===== src/rtl/sys_rst_seq_pkg.sv =====
// Shared types and constants for the board-level reset sequencer.
package sys_rst_seq_pkg;

  typedef enum logic [2:0] {
    PLL_RST    = 3'd0,
    WAIT_LOCK  = 3'd1,
    PERIPH_REL = 3'd2,
    RUN        = 3'd3,
    SW_RST     = 3'd4,
    BTN_HOLD   = 3'd5
  } rst_state_e;

  localparam int CausePor      = 0;
  localparam int CauseLockLoss = 1;
  localparam int CauseButton   = 2;
  localparam int CauseDebug    = 3;

  localparam logic [3:0] CauseResetVal = 4'(1 << CausePor);

  function automatic int max3(input int a, input int b, input int c);
    int m;
    m = (a > b) ? a : b;
    return (m > c) ? m : c;
  endfunction

endpackage


===== src/rtl/sys_rst_debounce.sv =====
// Two-flop synchroniser followed by a stable-count debouncer.
module sys_rst_debounce
  import sys_rst_seq_pkg::*;
#(
  parameter int DebounceCycles = 50000
) (
  input  logic i_clk,
  input  logic i_rst,
  input  logic i_raw,
  output logic o_level
);

  localparam int CntW = $clog2(DebounceCycles) + 1;
  localparam logic [CntW-1:0] CntLast = CntW'(DebounceCycles - 1);

  logic            r_s1;
  logic            r_s2;
  logic            r_level;
  logic [CntW-1:0] r_cnt;

  // NOTE: sequential state uses non-blocking assignments so every flop samples pre-edge values.
  always_ff @(posedge i_clk or posedge i_rst) begin
    if (i_rst) begin
      r_s1    <= 1'b0;
      r_s2    <= 1'b0;
      r_level <= 1'b0;
      r_cnt   <= '0;
    end else begin
      r_s1 <= i_raw;
      r_s2 <= r_s1;
      // The count never passes CntLast, so it cannot wrap.
      if (r_s2 == r_level) begin
        r_cnt <= '0;
      end else if (r_cnt >= CntLast) begin
        r_level <= r_s2;
        r_cnt   <= '0;
      end else begin
        r_cnt <= r_cnt + 1'b1;
      end
    end
  end

  assign o_level = r_level;

endmodule


===== src/rtl/sys_rst_seq.sv =====
// Reset sequencer: pulses the PLL reset, qualifies lock, then releases
// peripheral and core resets in order and records why it last reset.
module sys_rst_seq
  import sys_rst_seq_pkg::*;
#(
  parameter int PllRstCycles      = 16,
  parameter int LockFilterCycles  = 1024,
  parameter int LockTimeoutCycles = 65536,
  parameter int HoldCycles        = 64,
  parameter int DebounceCycles    = 50000
) (
  input  logic       clk_sys_i,
  input  logic       rst_sys_i,
  input  logic       pll_locked_i,
  input  logic       btn_rst_i,
  input  logic       ndmreset_i,
  input  logic       cause_clr_i,
  output logic       pll_reset_o,
  output logic       rst_periph_no,
  output logic       rst_core_no,
  output logic       ready_o,
  output logic [3:0] rst_cause_o
);

  localparam int CntW  = $clog2(max3(PllRstCycles, LockTimeoutCycles, HoldCycles)) + 1;
  localparam int FiltW = $clog2(LockFilterCycles) + 1;

  localparam logic [CntW-1:0]  PllLast     = CntW'(PllRstCycles - 1);
  localparam logic [CntW-1:0]  TimeoutLast = CntW'(LockTimeoutCycles - 1);
  localparam logic [CntW-1:0]  HoldLast    = CntW'(HoldCycles - 1);
  localparam logic [FiltW-1:0] FiltLast    = FiltW'(LockFilterCycles - 1);

  rst_state_e       r_state;
  rst_state_e       w_state_nxt;
  logic [CntW-1:0]  r_cnt;
  logic [FiltW-1:0] r_filt;
  logic             r_lock_s1;
  logic             r_lock_s2;
  logic             r_pll_reset;
  logic             r_rst_periph_n;
  logic             r_rst_core_n;
  logic             r_ready;
  logic [3:0]       r_cause;
  logic [3:0]       w_cause_set;
  logic             w_btn;

  sys_rst_debounce #(
    .DebounceCycles(DebounceCycles)
  ) u_btn_debounce (
    .i_clk  (clk_sys_i),
    .i_rst  (rst_sys_i),
    .i_raw  (btn_rst_i),
    .o_level(w_btn)
  );

  // NOTE: defaults at the top of the block keep every path assigned, so no latches appear.
  always_comb begin
    w_state_nxt = r_state;
    w_cause_set = '0;
    case (r_state)
      PLL_RST: begin
        if (w_btn) begin
          w_state_nxt              = BTN_HOLD;
          w_cause_set[CauseButton] = 1'b1;
        end else if (r_cnt == PllLast) begin
          w_state_nxt = WAIT_LOCK;
        end
      end
      WAIT_LOCK: begin
        if (w_btn) begin
          w_state_nxt              = BTN_HOLD;
          w_cause_set[CauseButton] = 1'b1;
        end else if (r_lock_s2 && (r_filt == FiltLast)) begin
          w_state_nxt = PERIPH_REL;
        end else if (r_cnt == TimeoutLast) begin
          w_state_nxt = PLL_RST;
        end
      end
      PERIPH_REL, RUN, SW_RST: begin
        // Priority: button, then lock loss, then debug request.
        if (w_btn) begin
          w_state_nxt              = BTN_HOLD;
          w_cause_set[CauseButton] = 1'b1;
        end else if (!r_lock_s2) begin
          w_state_nxt                = WAIT_LOCK;
          w_cause_set[CauseLockLoss] = 1'b1;
        end else if (r_state == SW_RST) begin
          if ((r_cnt >= HoldLast) && !ndmreset_i) w_state_nxt = PERIPH_REL;
        end else if (ndmreset_i) begin
          w_state_nxt             = SW_RST;
          w_cause_set[CauseDebug] = 1'b1;
        end else if ((r_state == PERIPH_REL) && (r_cnt == HoldLast)) begin
          w_state_nxt = RUN;
        end
      end
      BTN_HOLD: begin
        if (!w_btn) w_state_nxt = PLL_RST;
      end
      default: w_state_nxt = PLL_RST;
    endcase
  end

  always_ff @(posedge clk_sys_i or posedge rst_sys_i) begin
    if (rst_sys_i) begin
      r_state        <= PLL_RST;
      r_cnt          <= '0;
      r_filt         <= '0;
      r_lock_s1      <= 1'b0;
      r_lock_s2      <= 1'b0;
      r_pll_reset    <= 1'b1;
      r_rst_periph_n <= 1'b0;
      r_rst_core_n   <= 1'b0;
      r_ready        <= 1'b0;
      r_cause        <= CauseResetVal;
    end else begin
      r_lock_s1 <= pll_locked_i;
      r_lock_s2 <= r_lock_s1;
      r_state   <= w_state_nxt;

      if (w_state_nxt != r_state)  r_cnt <= '0;
      else if (r_cnt != '1)        r_cnt <= r_cnt + 1'b1;

      if ((r_state == WAIT_LOCK) && (w_state_nxt == WAIT_LOCK) && r_lock_s2) begin
        if (r_filt != '1) r_filt <= r_filt + 1'b1;
      end else begin
        r_filt <= '0;
      end

      // Outputs follow the next state so they switch on the same edge as the FSM.
      r_pll_reset    <= (w_state_nxt == PLL_RST) || (w_state_nxt == BTN_HOLD);
      r_rst_periph_n <= (w_state_nxt == PERIPH_REL) || (w_state_nxt == RUN);
      r_rst_core_n   <= (w_state_nxt == RUN);
      r_ready        <= (w_state_nxt == RUN);
      r_cause        <= (cause_clr_i ? 4'b0000 : r_cause) | w_cause_set;
    end
  end

  assign pll_reset_o   = r_pll_reset;
  assign rst_periph_no = r_rst_periph_n;
  assign rst_core_no   = r_rst_core_n;
  assign ready_o       = r_ready;
  assign rst_cause_o   = r_cause;

endmodule


===== config.mk =====
export PLATFORM = sky130hd
export DESIGN_NAME = sys_rst_seq
export DESIGN_NICKNAME = d
export VERILOG_FILES = /design/src/rtl/sys_rst_seq_pkg.sv /design/src/rtl/sys_rst_debounce.sv /design/src/rtl/sys_rst_seq.sv
export SDC_FILE = /design/constraint.sdc
export NUM_CORES = 1
export LEC_CHECK = 0
export BUFFER_PORTS_ARGS = -buffer_cell sky130_fd_sc_hd__buf_2
export CAP_MARGIN = 20
export CORE_MARGIN = 2
export CORE_UTILIZATION = 50
export DETAILED_ROUTE_END_ITERATION = 6
export PLACE_DENSITY = 0.67
export SYNTH_ARGS = -nofsm -noshare
export SYNTH_HDL_FRONTEND = slang
export SYNTH_SLANG_ARGS = --single-unit

===== constraint.sdc =====
create_clock -name clk_sys_i -period 3.3 [get_ports clk_sys_i]
set_clock_uncertainty 0.05 [all_clocks]
set_input_delay 0.165 -clock clk_sys_i [delete_from_list [all_inputs] [get_ports clk_sys_i]]
set_output_delay 0.165 -clock clk_sys_i [all_outputs]
set_load 0.01 [all_outputs]

==> impl_metrics.json <==
{
  "fin_hold_ws_ns": 0.0626,
  "cp-start-kind": "register",
  "synth_nets": 315,
  "p_clk_share_pct": 38.8,
  "register_area_um2": 1500,
  "multiInputGateArea_um2": 1450,
  "synth_area_um2": 3060,
  "path_max_fanout": 17,
  "vdd_drop_max_mv": 0.245,
  "min_period_over_period_pct": 91.4,
  "gp_congestion": 0.866,
  "htreeDepth": 3,
  "track_usage_pct": 18.4,
  "p_int_w": 0.00118,
  "cts_root_buf": "clkbuf_8",
  "ant_nets": 0,
  "clockBufferDepth": 2,
  "cts_tree": "built",
  "fillers": 525,
  "antenna_found_initial": 0,
  "numCtsBuffers": 9,
  "diodes": 0,
  "power_frac_seq_pct": 49.9,
  "viasPerCell": 5.28,
  "yosys_warnings": 0,
  "areaGrowthSynthToFinish_pct": 12.0,
  "setup_tns_ns": 0,
  "tightestPinTransition_ns": 0.656,
  "synthCells": 304,
  "cp.required_ns": 3.51,
  "post_cts_buffers": 0,
  "slew_headroom_pct": 56.0,
  "grt_pass1_wl_mm": 9.32,
  "leakagePower_nw": 1.48,
  "ctsResizeCount": 0,
  "port_buffers": 13,
  "p_comb_share_pct": 11.3,
  "dp_hpwl_mm": 3.58,
  "grt_max_degree": 52,
  "avgSynthCellArea_um2": 10.1,
  "clock_latency_ns": 0.34,
  "power_switching_w": 0.000414,
  "drcViolationCount": 0,
  "run_status": "finished clean",
  "p_per_area_nw_per_um2": 467,
  "die_area_um2": 6750,
  "end_kind": "register",
  "rsz0062_at_grt": "no",
  "arrival_ns": 3.23,
  "cap_violations": 0,
  "fp.dieH_um": 82.2,
  "ios": 14,
  "place_ws_ns": 0.296,
  "hold_viol": 0,
  "ys_seq_area_share_pct": 49.2,
  "totalPowerFinal_w": 0.00160,
  "overflow": 0,
  "synth_edf_count": 0,
  "wirelength_mm": 5.32,
  "netSwitchingFraction_pct": 25.9,
  "clkSinkCount": 60,
  "drt_first_pass_iters": 4,
  "synth_seq_cells": 60,
  "fp-row-count": 28,
  "first_iter_violations": 116,
  "hold_path_class": "input port to register",
  "fin_crit_ns": 3.02,
  "async_flop_share_pct": 100,
  "dr_total_vias": 2143,
  "grt_pass1_vias": 2024,
  "finalWorstSetupSlack_ns": 0.284,
  "avgRoutedWirePerCell_um": 13.1,
  "critPathKind": "register to register",
  "coreArea_um2": 5920,
  "synth_cell_type_count": 50,
  "drive_above_1_share_pct": 15.4,
  "synth-main-ff-cell": "dfrtp_1",
  "fmax_ghz": 0.332,
  "finalNetCount": 338,
  "start_util_pct": 51.6,
  "finalSetupViolCount": 0,
  "clk_pin_slew_ns": 0.06,
  "die_x_um": 82.2,
  "slew_violations": 0
}
[cells in the final DEF, fill, tap and decap left out, types with 2 or more instances in the layout]
cell,Yosys,routed
inv_1,8,7
dlygate4sd3_1,0,4
o31ai_1,2,2
or3_1,2,2
a31oi_1,5,5
buf_2,2,13
buf_4,2,4
o32ai_1,2,2
and4_1,4,4
nand3_1,14,14
nor2b_1,4,4
a2bb2oi_1,2,2
o41ai_1,2,2
ha_1,5,5
xnor2_1,11,11
nand2b_1,2,2
a21oi_1,7,7
clkbuf_8,0,13
nor2_1,46,46
and3_1,11,11
dfstp_2,2,2
nor4_1,2,2
dfrtp_1,58,58
nor4_2,2,2
and2_1,2,2
nor2_4,9,9
o21ai_0,6,6
xor2_1,26,26
nor3_1,6,6
nand4_1,9,9
nand2_1,27,27
[worst max-delay path: stages, from the launching register on]
cell and delay, ns:
dfrtp_1 0.44, and4_1 0.24, and3_1 0.21, and3_1 0.21, and4_1 0.22, ha_1 0.17, and3_1 0.15, o311a_1 0.33
or4b_1 0.51, buf_4 0.26, nor2_1 0.15
[cells in the mapped netlist (2+ instances only)]
cell,number,share of area (%)
nand2_1,27,3.3
o31ai_1,2,0.49
nor3_1,6,0.98
nand2b_1,2,0.41
and2_1,2,0.41
nor2b_1,4,0.82
dfrtp_1,58,48
o41ai_1,2,0.57
nand4_1,9,1.8
a21oi_1,7,1.1
o21ai_0,6,0.98
o32ai_1,2,0.57
nor4_2,2,0.82
nor4_1,2,0.41
nor2_1,46,5.7
a2bb2oi_1,2,0.57
xnor2_1,11,3.2
nor2_4,9,3.3
and3_1,11,2.3
and4_1,4,1.1
or3_1,2,0.41
buf_2,2,0.33
clkbuf_1,4,0.49
a31oi_1,5,1.0
inv_1,8,0.98
ha_1,5,2.0
xor2_1,26,7.5
dfstp_2,2,1.7
buf_4,2,0.49
nand3_1,14,2.3
[final cells by class]
type                            instances  area share (%)
Timing Repair Buffer                   22            4.54
Clock inverter                          1           0.146
Inverter                                8           0.878
Clock buffer                           14            5.34
Tap cell                               75            2.74
Multi-Input combinational cell        226            42.4
Sequential cell                        60            44.0
[timing repair]
action,CTS,global route
hold buffers,3,1
hold endpoints to repair,5,45
endpoints found under the setup margin,0,0
[per-stage QoR]
step	utilization [%]	cells	area, µm²
after detailed placement	53.6	386	3170
final	57.8	406	3420
after CTS	57.3	404	3390
after floorplan	-	304	3060
after global routing	57.8	406	3420
after global placement	53.6	386	3170
[power groups by stage]
| stage | sequential [W] | combinational [W] | clock, W |
|---|---|---|---|
| 2_1_floorplan | 0.000795 | 0.000164 | 0 |
| 3_3_place_gp | 0.000809 | 0.000173 | 0 |
| 3_5_place_dp | 0.000808 | 0.000177 | 0 |
| 4_1_cts | 0.000795 | 0.000180 | 0.000638 |
| 5_1_grt | 0.000801 | 0.000202 | 0.000673 |
| 6_report | 0.000796 | 0.000181 | 0.000619 |
[metal layers]
metal  part of all wire (%)  wire length, µm  global-route usage [%]  vias up
li1                       -                -                       -     1099
met1                     51             2710                    26.3     1006
met2                     43             2310                    26.0       28
met3                    3.3              175                    3.91       10
met4                    2.2              119                    10.0        0
met5                      0                0                       0        -
[kinds of logic (layout without fill, tap and decap cells)]
| kind of cell | count (synthesis) | count (layout) | share of synthesized area (%) |
|---|---|---|---|
| simple gates | 146 | 146 | 26.0 |
| flops | 60 | 60 | 49.2 |
| xor+xnor | 37 | 37 | 10.6 |
| compound gates | 35 | 35 | 7.94 |
| buf+inv | 18 | 45 | 3.32 |
| fa+ha+maj | 5 | 5 | 2.05 |
| mux | 2 | 2 | 0.696 |
| other cells | 1 | 1 | 0.123 |
[flip-flops by register name, summed over array words and instances, names as in the netlist, 3 cells and up]
| register | count |
|---|---|
| u_btn_debounce.r_cnt | 17 |
| rst_cause_o | 4 |
| r_state | 3 |
| r_filt | 11 |
| r_cnt | 17 |
[worst paths after layout]
path | from | end | slack [ns] | cells after the start
setup / recovery | r_cnt[7] | r_cnt[9] | 0.28 | 10
hold / removal | ndmreset_i | rst_periph_no | 0.06 | 2
setup reg to reg | r_cnt[7] | r_cnt[9] | 0.28 | 10
hold reg to reg | u_btn_debounce.r_s1 | u_btn_debounce.r_s2 | 0.30 | 0
max in group asynchronous | rst_sys_i | rst_cause_o[0] | 2.21 | 5
min in group asynchronous | rst_sys_i | u_btn_debounce.r_cnt[1] | 0.23 | 3
Power figures use the tool's default switching activity.
